==> config.mk <==
export PLATFORM = sky130hd
export DESIGN_NAME = factor_sequencer
export DESIGN_NICKNAME = d
export VERILOG_FILES = /design/src/rtl/factor_sequencer.sv
export SDC_FILE = /design/constraint.sdc
export NUM_CORES = 1
export LEC_CHECK = 0
export ABC_AREA = 1
export CORE_MARGIN = 3
export CORE_UTILIZATION = 38
export DETAILED_ROUTE_END_ITERATION = 12
export SLEW_MARGIN = 20
export SYNTH_ARGS = -nofsm -noshare
export SYNTH_HDL_FRONTEND = slang
export SYNTH_SLANG_ARGS = --single-unit
==> constraint.sdc <==
create_clock -name clk -period 5.7 [get_ports clk]
set_input_delay 0.855 -clock clk [delete_from_list [all_inputs] [get_ports clk]]
set_output_delay 0.855 -clock clk [all_outputs]
set_load 0.05 [all_outputs]
==> src/rtl/factor_sequencer.sv <==
// Factorizer control sequencer.
// Latches an 8-bit operand and finds its prime factors by trial division,
// using a repeated-subtraction divider. Each factor is held on the display
// outputs for MAX_COUNT non-held cycles before the search continues.
module factor_sequencer #(
    parameter int MAX_COUNT = 10_000_000,
    parameter int DWELL_W   = $clog2(MAX_COUNT)
) (
    input  logic       clk,
    input  logic       rst,
    input  logic       start,
    input  logic [7:0] number,
    input  logic       hold,
    output logic [7:0] factor,
    output logic       factor_valid,
    output logic       factor_strobe,
    output logic [2:0] factor_count,
    output logic       busy,
    output logic       done,
    output logic       is_trivial
);

    typedef enum logic [2:0] {
        ST_IDLE   = 3'd0,
        ST_CHECK  = 3'd1,
        ST_DIVIDE = 3'd2,
        ST_EMIT   = 3'd3,
        ST_DONE   = 3'd4
    } state_t;

    localparam logic [DWELL_W-1:0] DWELL_LAST = DWELL_W'(MAX_COUNT - 1);
    localparam logic [DWELL_W-1:0] DWELL_ONE  = DWELL_W'(1);
    localparam logic [DWELL_W-1:0] DWELL_ZERO = DWELL_W'(0);

    // Architectural state
    state_t             state_r;
    logic [7:0]         n_r;
    logic [4:0]         d_r;
    logic [7:0]         rem_r;
    logic [7:0]         q_r;
    logic [DWELL_W-1:0] dwell_r;
    logic               last_r;
    logic [7:0]         factor_r;
    logic [2:0]         count_r;
    logic               valid_r;
    logic               strobe_r;
    logic               busy_r;
    logic               done_r;
    logic               trivial_r;

    // Next-state values
    state_t             state_next_s;
    logic [7:0]         n_next_s;
    logic [4:0]         d_next_s;
    logic [7:0]         rem_next_s;
    logic [7:0]         q_next_s;
    logic [DWELL_W-1:0] dwell_next_s;
    logic               last_next_s;
    logic [7:0]         factor_next_s;
    logic [2:0]         count_next_s;
    logic               trivial_next_s;
    logic               valid_next_s;
    logic               strobe_next_s;
    logic               busy_next_s;
    logic               done_next_s;

    // d*d is at most 16*16, so 10 bits never overflow
    logic [9:0]         dd_s;

    assign dd_s = {5'd0, d_r} * {5'd0, d_r};

    // Next-state and datapath decode; every register holds unless a branch updates it
    always_comb begin
        state_next_s   = state_r;
        n_next_s       = n_r;
        d_next_s       = d_r;
        rem_next_s     = rem_r;
        q_next_s       = q_r;
        dwell_next_s   = dwell_r;
        last_next_s    = last_r;
        factor_next_s  = factor_r;
        count_next_s   = count_r;
        trivial_next_s = trivial_r;

        case (state_r)
            ST_IDLE, ST_DONE: begin
                if (start) begin
                    n_next_s       = number;
                    d_next_s       = 5'd2;
                    count_next_s   = 3'd0;
                    trivial_next_s = 1'b0;
                    state_next_s   = ST_CHECK;
                end else begin
                    state_next_s   = state_r;
                end
            end
            ST_CHECK: begin
                if (n_r < 8'd2) begin
                    // Only possible straight after start (operand 0 or 1)
                    trivial_next_s = 1'b1;
                    state_next_s   = ST_DONE;
                end else if (dd_s > {2'b00, n_r}) begin
                    // Remaining value is prime: it is the final factor
                    factor_next_s  = n_r;
                    last_next_s    = 1'b1;
                    dwell_next_s   = DWELL_ZERO;
                    count_next_s   = count_r + 3'd1;
                    state_next_s   = ST_EMIT;
                end else begin
                    rem_next_s     = n_r;
                    q_next_s       = 8'd0;
                    state_next_s   = ST_DIVIDE;
                end
            end
            ST_DIVIDE: begin
                if (rem_r >= {3'b000, d_r}) begin
                    rem_next_s     = rem_r - {3'b000, d_r};
                    q_next_s       = q_r + 8'd1;
                end else if (rem_r == 8'd0) begin
                    factor_next_s  = {3'b000, d_r};
                    n_next_s       = q_r;
                    last_next_s    = 1'b0;
                    dwell_next_s   = DWELL_ZERO;
                    count_next_s   = count_r + 3'd1;
                    state_next_s   = ST_EMIT;
                end else begin
                    d_next_s       = d_r + 5'd1;
                    state_next_s   = ST_CHECK;
                end
            end
            ST_EMIT: begin
                if (hold) begin
                    dwell_next_s   = dwell_r;
                end else if (dwell_r == DWELL_LAST) begin
                    // d is left alone so a repeated factor is re-tested
                    state_next_s   = last_r ? ST_DONE : ST_CHECK;
                end else begin
                    dwell_next_s   = dwell_r + DWELL_ONE;
                end
            end
            default: begin
                state_next_s = ST_IDLE;
            end
        endcase

        valid_next_s  = (state_next_s == ST_EMIT);
        strobe_next_s = valid_next_s && (state_r != ST_EMIT);
        busy_next_s   = (state_next_s == ST_CHECK) || (state_next_s == ST_DIVIDE) ||
                        (state_next_s == ST_EMIT);
        done_next_s   = (state_next_s == ST_DONE);
    end

    // State and output registers; reset clears everything immediately
    always_ff @(posedge clk or posedge rst) begin
        if (rst) begin
            state_r   <= ST_IDLE;
            n_r       <= 8'd0;
            d_r       <= 5'd0;
            rem_r     <= 8'd0;
            q_r       <= 8'd0;
            dwell_r   <= DWELL_ZERO;
            last_r    <= 1'b0;
            factor_r  <= 8'd0;
            count_r   <= 3'd0;
            valid_r   <= 1'b0;
            strobe_r  <= 1'b0;
            busy_r    <= 1'b0;
            done_r    <= 1'b0;
            trivial_r <= 1'b0;
        end else begin
            state_r   <= state_next_s;
            n_r       <= n_next_s;
            d_r       <= d_next_s;
            rem_r     <= rem_next_s;
            q_r       <= q_next_s;
            dwell_r   <= dwell_next_s;
            last_r    <= last_next_s;
            factor_r  <= factor_next_s;
            count_r   <= count_next_s;
            valid_r   <= valid_next_s;
            strobe_r  <= strobe_next_s;
            busy_r    <= busy_next_s;
            done_r    <= done_next_s;
            trivial_r <= trivial_next_s;
        end
    end

    assign factor        = factor_r;
    assign factor_valid  = valid_r;
    assign factor_strobe = strobe_r;
    assign factor_count  = count_r;
    assign busy          = busy_r;
    assign done          = done_r;
    assign is_trivial    = trivial_r;

endmodule
== Word level (Yosys, flattened, before mapping) ==
Cells that the tools add are included.

* Mux-type cells: 51
* Multiply operators: 1
* $lt $le $gt $ge: 3
* Equality and inequality tests: 21
* Reductions and logical operators: 18
* Add/sub/neg operators: 5

{| class="wikitable"
|+ Operator list
! cell !! number
|-
| $mux W24 || 6
|-
| $mux W8 || 13
|-
| $pmux W24 S3 || 1
|-
| $pmux W8 S2 || 4
|-
| $mux W3 || 11
|-
| $add A24 B1 Y24 const B || 1
|-
| $eq A24 B24 Y1 const B || 1
|-
| $ne A2 B2 Y1 const B || 11
|-
| $mux W5 || 3
|-
| $eq A3 B2 Y1 const B || 4
|-
| $pmux W3 S4 || 1
|-
| $reduce_and A4 Y1 || 3
|-
| $gt A10 B8 Y1 || 1
|-
| $mul A5 B5 Y10 || 1
|-
| $pmux W5 S2 || 1
|-
| $pmux W3 S3 || 1
|-
| $add A8 B1 Y8 const B || 1
|-
| $ge A8 B5 Y1 || 1
|-
| $logic_not A8 Y1 || 1
|-
| $lt A8 B2 Y1 const B || 1
|-
| $sub A8 B5 Y8 || 1
|-
| $mux W1 || 7
|-
| $reduce_and A7 Y1 || 1
|-
| $eq A3 B1 Y1 const B || 2
|-
| 15 further kinds || 21
|}

* Bits in registers: 73
* Bits of input ports: 12
* Word-level logic and storage cells: 113

== Depth between registers and ports, before layout ==
* Depth in word-level cells: 8
* Gate-level depth with buffers: 23
* Depth with buffers taken out: 22

== Worst setup path before layout ==
OpenSTA, ideal clock, no wires.

* Path kind: register to register
* Start: register d_r[1]
* End: register count_r[2], in the netlist factor_count[2]
* Arrival: 4.046 ns
* Clock period less this slack: 4.166 ns
* Stages on the path, launching flop included: 20
* Setup slack: 1.534 ns
* Cells stage by stage: dfrtp_1 nand2_1 fa_1 fa_1 inv_1 ha_1 a31o_2 ha_1 a31o_2 xor2_1 ha_1 nand2_1 nor3_2 nand4_2 nand2_2 nand2_4 buf_12 buf_8 nand3_2 nand2_1

* Cells in the longest elaborated chain, start to end: 4
* Elaborated cells between the ends (all ways): 6
* Those cells by class: mul: 1; order compare: 2; eq/ne: 2; reduce/logical: 1

{| class="wikitable"
|+ Ends and longest elaborated chain
! element !! line !! text
|-
| start, declared || 38 || <nowiki>logic [4:0] d_r;</nowiki>
|-
| start signal, assigned || 173 || <nowiki>d_r <= d_next_s;</nowiki>
|-
| $mul A5 B5 Y10 || 70 || <nowiki>assign dd_s = {5'd0, d_r} * {5'd0, d_r};</nowiki>
|-
| $gt A10 B8 Y1 || 102 || <nowiki>end else if (dd_s > {2'b00, n_r}) begin</nowiki>
|-
| $ne A2 B2 Y1 (no line) || -- ||
|-
| $reduce_and A6 Y1 (no line) (*) || -- ||
|-
| end signal, assigned || 179 || <nowiki>count_r <= count_next_s;</nowiki>
|-
| end, declared || 44 || <nowiki>logic [2:0] count_r;</nowiki>
|}

Mark *: on every way between the ends. The rest lies on a longest branch, timed or not.
A chain may end at the register's enable or synchronous reset.

== Worst setup path in the final report ==
* Start: register d_r[2]
* End: register dwell_r[15]

* Cells in the longest elaborated chain, start to end: 4
* Elaborated cells between the ends (all ways): 6
* Those cells by class: mul: 1; order compare: 2; eq/ne: 2; reduce/logical: 1

{| class="wikitable"
|+ Ends and longest elaborated chain
! element !! line !! text
|-
| $mul A5 B5 Y10 || 70 ||
|-
| $gt A10 B8 Y1 || 102 ||
|-
| $ne A2 B2 Y1 (no line) || -- ||
|-
| $reduce_and A7 Y1 (no line) (*) || -- ||
|-
| end signal, assigned || 176 || <nowiki>dwell_r <= dwell_next_s;</nowiki>
|-
| end, declared || 41 || <nowiki>logic [DWELL_W-1:0] dwell_r;</nowiki>
|}

Marked as above.

==> summary.md <==
| Metric | Value |
|---|---|
| Outcome | complete, no violations |
| Clock root buffer | clkbuf_16 |
| Clock transition at path regs | 0.06 ns |
| Vias in the first global route | roughly 4600 |
| Average size of a mapped cell | 7.314 µm² |
| Net Sw Frac | 0.2244 |
| Clock latency on the worst-skew pair | approximately 0.35 ns |
| Crit Reg-Reg Startpoint | d_r[2] |
| Filler instances | 1388 |
| Slowest CP cell | fa_1 |
| WP buf/inv | 3 |
| Yosys cell types | 45 |
| Final nets | roughly 790 |
| Fin Setup TNS | 0 ns |
| Actual slew at the worst max-slew pin | 0.7876 ns |
| Placed cell count | 911 |
| Top delay family on crit path | adder cells |
| Logic pwr share | 0.064 |
| Starting DRC count in detailed routing | 202 |
| Hold WC Path Type | flop to flop |
| Num Clock Sinks | 73 |
| Initial antenna violation count | 0 |
| Initial Util | 0.3953 |
| Power Density | ~220 nW/µm² |
| Worst EP required | 5.93 ns |
| Via count | 4707 |
| Dpl hpwl | between 9000 and 10000 µm |
| Post-Syn Area | 5318 µm² |
| Period Utilization, post-route | 0.8722 |
| Final hold violation count | 0 |
| Max-Slew Margin vs Limit | 0.4717 |
| YS warnings | 0 |
| Finished Cell Area | ~6000 µm² |
| Max-slew violations | 0 |
| Detail Route Antenna Nets | 0 |
| Reg power frac | 0.418 |
| Total track usage | 0.1730 |
| Synth top area cells | dfrtp_1 34%, nand2_1 16%, ha_1 6.4% |
| Wirelength per Cell | 13.95 µm |
| Vias per cell | ~5.1 |
| Row count | 42 |
| Most common cell after layout, fill and taps aside | nand2_1 |
| Worst reg2reg path depth | 21 |
| Max H-tree Level | 3 |
| Most common cell on crit path | nand2_1 |
| Post-synth ARST share | 1.000 |
| Critical Path Stages | 21 |
| Post-DP Area | 5669 µm² |
| IO Port Bufs | 27 |
| GP Congestion | 0.8851 |
| TritonRoute pass-1 iters | 4 |
| Hold path cells | 2 |
| Count of flip-flops with a built-in enable after synthesis | 0 |
| CTS tree | built |
| Sequential fraction of the synthesis area | 0.3435 |
| Die Footprint | 15450 µm² |
| Net Switching | 0.2985 mW |
| Final std cells w/o fill | 927 |
| Crit. End Element | flop |
| Post-synth top area share | 0.3435 |
| Syn Inst Count | 727 |
| # IOs | 28 |
| Core Footprint | 13450 µm² |
| Deepest clock path buffer count | 2 |
| FMAX | 201.2 MHz |
| Final Power | 1.330 mW |
| Die Y-Extent | 124.3 µm |
| Worst path cell trace | inv_1, fa_1, fa_1, inv_1, ha_1, a31o_2, ha_1, nand2_1, nand2_1, a31oi_1, xnor2_1, ha_1, nand2_1, o2111ai_1, inv_1, nand2_2, nand2_2, nand2_4, nand2_4, nand2_1, nand2_1 |
| CP Data Arrival Time | 5.20 ns |
| Share of post-route cells with drive strength above 1 | 0.09321 |
| RSZ-0062 raised after global routing | false |
| Die W | about 120 µm |
| CP Launch Point | d_r[2] |
| Antenna Cells | 0 |
| Startpoint types | flop |
| Crit Path Category | flop to flop |
| Max FO, Critical Path | 38 |
| Hold wc startpoint | factor[3] |
| Min Tclk post-route | 4.971 ns |
| Peak VDD IR | 121.2 µV |
| Yosys reg bits | 73 |
| First-pass GRT wire length | 22190 µm |
| Register area | about 1800 µm² |
| Area grow syn2layout | 13.46% |
| Cells resized by post-CTS repair | 0 |
| Multi-input logic area | 3070 µm² |
| Cell-internal power | 1.032 mW |
| Largest net degree at the start of global routing | 40 |
| Clock power share | 0.518 |
| Crit path largest cell delay | 0.53 ns |
| Commonest cells after routing, fill and taps aside | 232 x nand2_1, 90 x nor2_1, 73 x dfrtp_1 |
| Top_reg_cell synth | dfrtp_1 |
| Number of hold buffers added after cts | 0 |
| DRC viols | 0 |
| Lkg Pwr | 3.061 nW |
| # setup viols final | 0 |
| Hold_ws | 0.4763 ns |
| CTS buffer count | 9 |
| Mapped Nets | between 700 and 800 |
| Grt ovf | 0 |
| # Post-CTS Setup Buffers | 0 |
| Synth area leader | dfrtp_1 |
| DRT Wirelength | 12940 µm |
| Max Cap Viol | 0 |
| Clk_skew | 0.008731 ns |
==> cells in the mapped netlist, types with 2 or more instances <==
library cell / n
nor3_2: 4
o21ai_0: 25
nand2_1: 232
inv_2: 3
clkbuf_1: 9
a21oi_1: 15
nand3b_1: 4
nand4_1: 9
buf_4: 4
o21bai_1: 2
buf_8: 2
nor2_1: 90
dfrtp_1: 73
buf_6: 3
inv_1: 65
nor4_1: 6
nor3_1: 10
nand2_2: 7
nand3_2: 22
xor2_1: 20
ha_1: 27
xnor2_1: 11
o21a_1: 2
buf_2: 2
nand3_1: 50
nor3_4: 2
a21oi_2: 3
nand2_4: 4
a31o_2: 2
fa_1: 3
o41ai_1: 2
==> final cells by class <==
type / instances / area share
clock inverters: 4 / 0.01618
flip-flops and latches: 73 / 0.3028
repair buffers: 30 / 0.04853
multi-input cells: 563 / 0.5089
inverters: 69 / 0.04293
clock buffers: 12 / 0.04417
well taps: 176 / 0.03650
==> flip-flops by register name (all words and copies together) (netlist names), 3 cells and up <==
register	count
dwell_r	24
factor	8
n_r	8
q_r	8
rem_r	8
d_r	5
factor_count	3
state_r	3
==> worst paths after layout <==
path / slack (ns) / to
min in group asynchronous: 0.96 / dwell_r[4]
min: 0.48 / factor[3]
max in group asynchronous: 3.73 / rem_r[2]
max: 0.73 / dwell_r[15]
max reg2reg: 0.73 / dwell_r[15]
min reg2reg: 0.48 / factor[3]
==> layer usage <==
layer / global-route usage / vias to the layer above / share of wire
li1: - / 2378 / -
met1: 0.2153 / 2220 / 0.45
met2: 0.2920 / 85 / 0.49
met3: 0.03559 / 24 / 0.033
met4: 0.07157 / 0 / 0.026
met5: 0 / - / 0
==> power groups by stage <==
stage | clock network (mW) | registers, mW | logic, mW
final | 0.689 | 0.556 | 0.0850
after global routing | 0.726 | 0.558 | 0.101
after CTS | 0.707 | 0.555 | 0.0871
after detailed placement | 0 | 0.564 | 0.0874
after global placement | 0 | 0.564 | 0.0831
after floorplan | 0 | 0.559 | 0.0660
==> logic make-up after synthesis <==
family,count (synthesis),synth area share
AOI/OAI and AO/OA,59,0.06777
xor gates and xnor gates,31,0.05106
adders and majority gates,30,0.07482
buffers and inverters,91,0.07906
DFF,73,0.3435
and+or+nand+nor,443,0.3838
==> worst reg2reg max path, delay by kind of cell, from the launching register on <==
| kind | cells | cell delay [ns] |
|---|---|---|
| AOI/OAI and AO/OA | 3 | 0.67 |
| xor gates and xnor gates | 1 | 0.10 |
| adders and majority gates | 5 | 1.98 |
| buffers and inverters | 3 | 0.29 |
| DFF | 1 | 0.44 |
| and+or+nand+nor | 9 | 1.39 |
==> per-stage QoR <==
step,worst slack (ns),utilization
after global routing,0.3648,0.4485
after floorplan,1.534,-
after CTS,0.7616,0.4485
after global placement,0.9673,0.4214
after detailed placement,0.7849,0.4214
final,0.7286,0.4485
No activity file was read; power rests on OpenSTA's default activity.
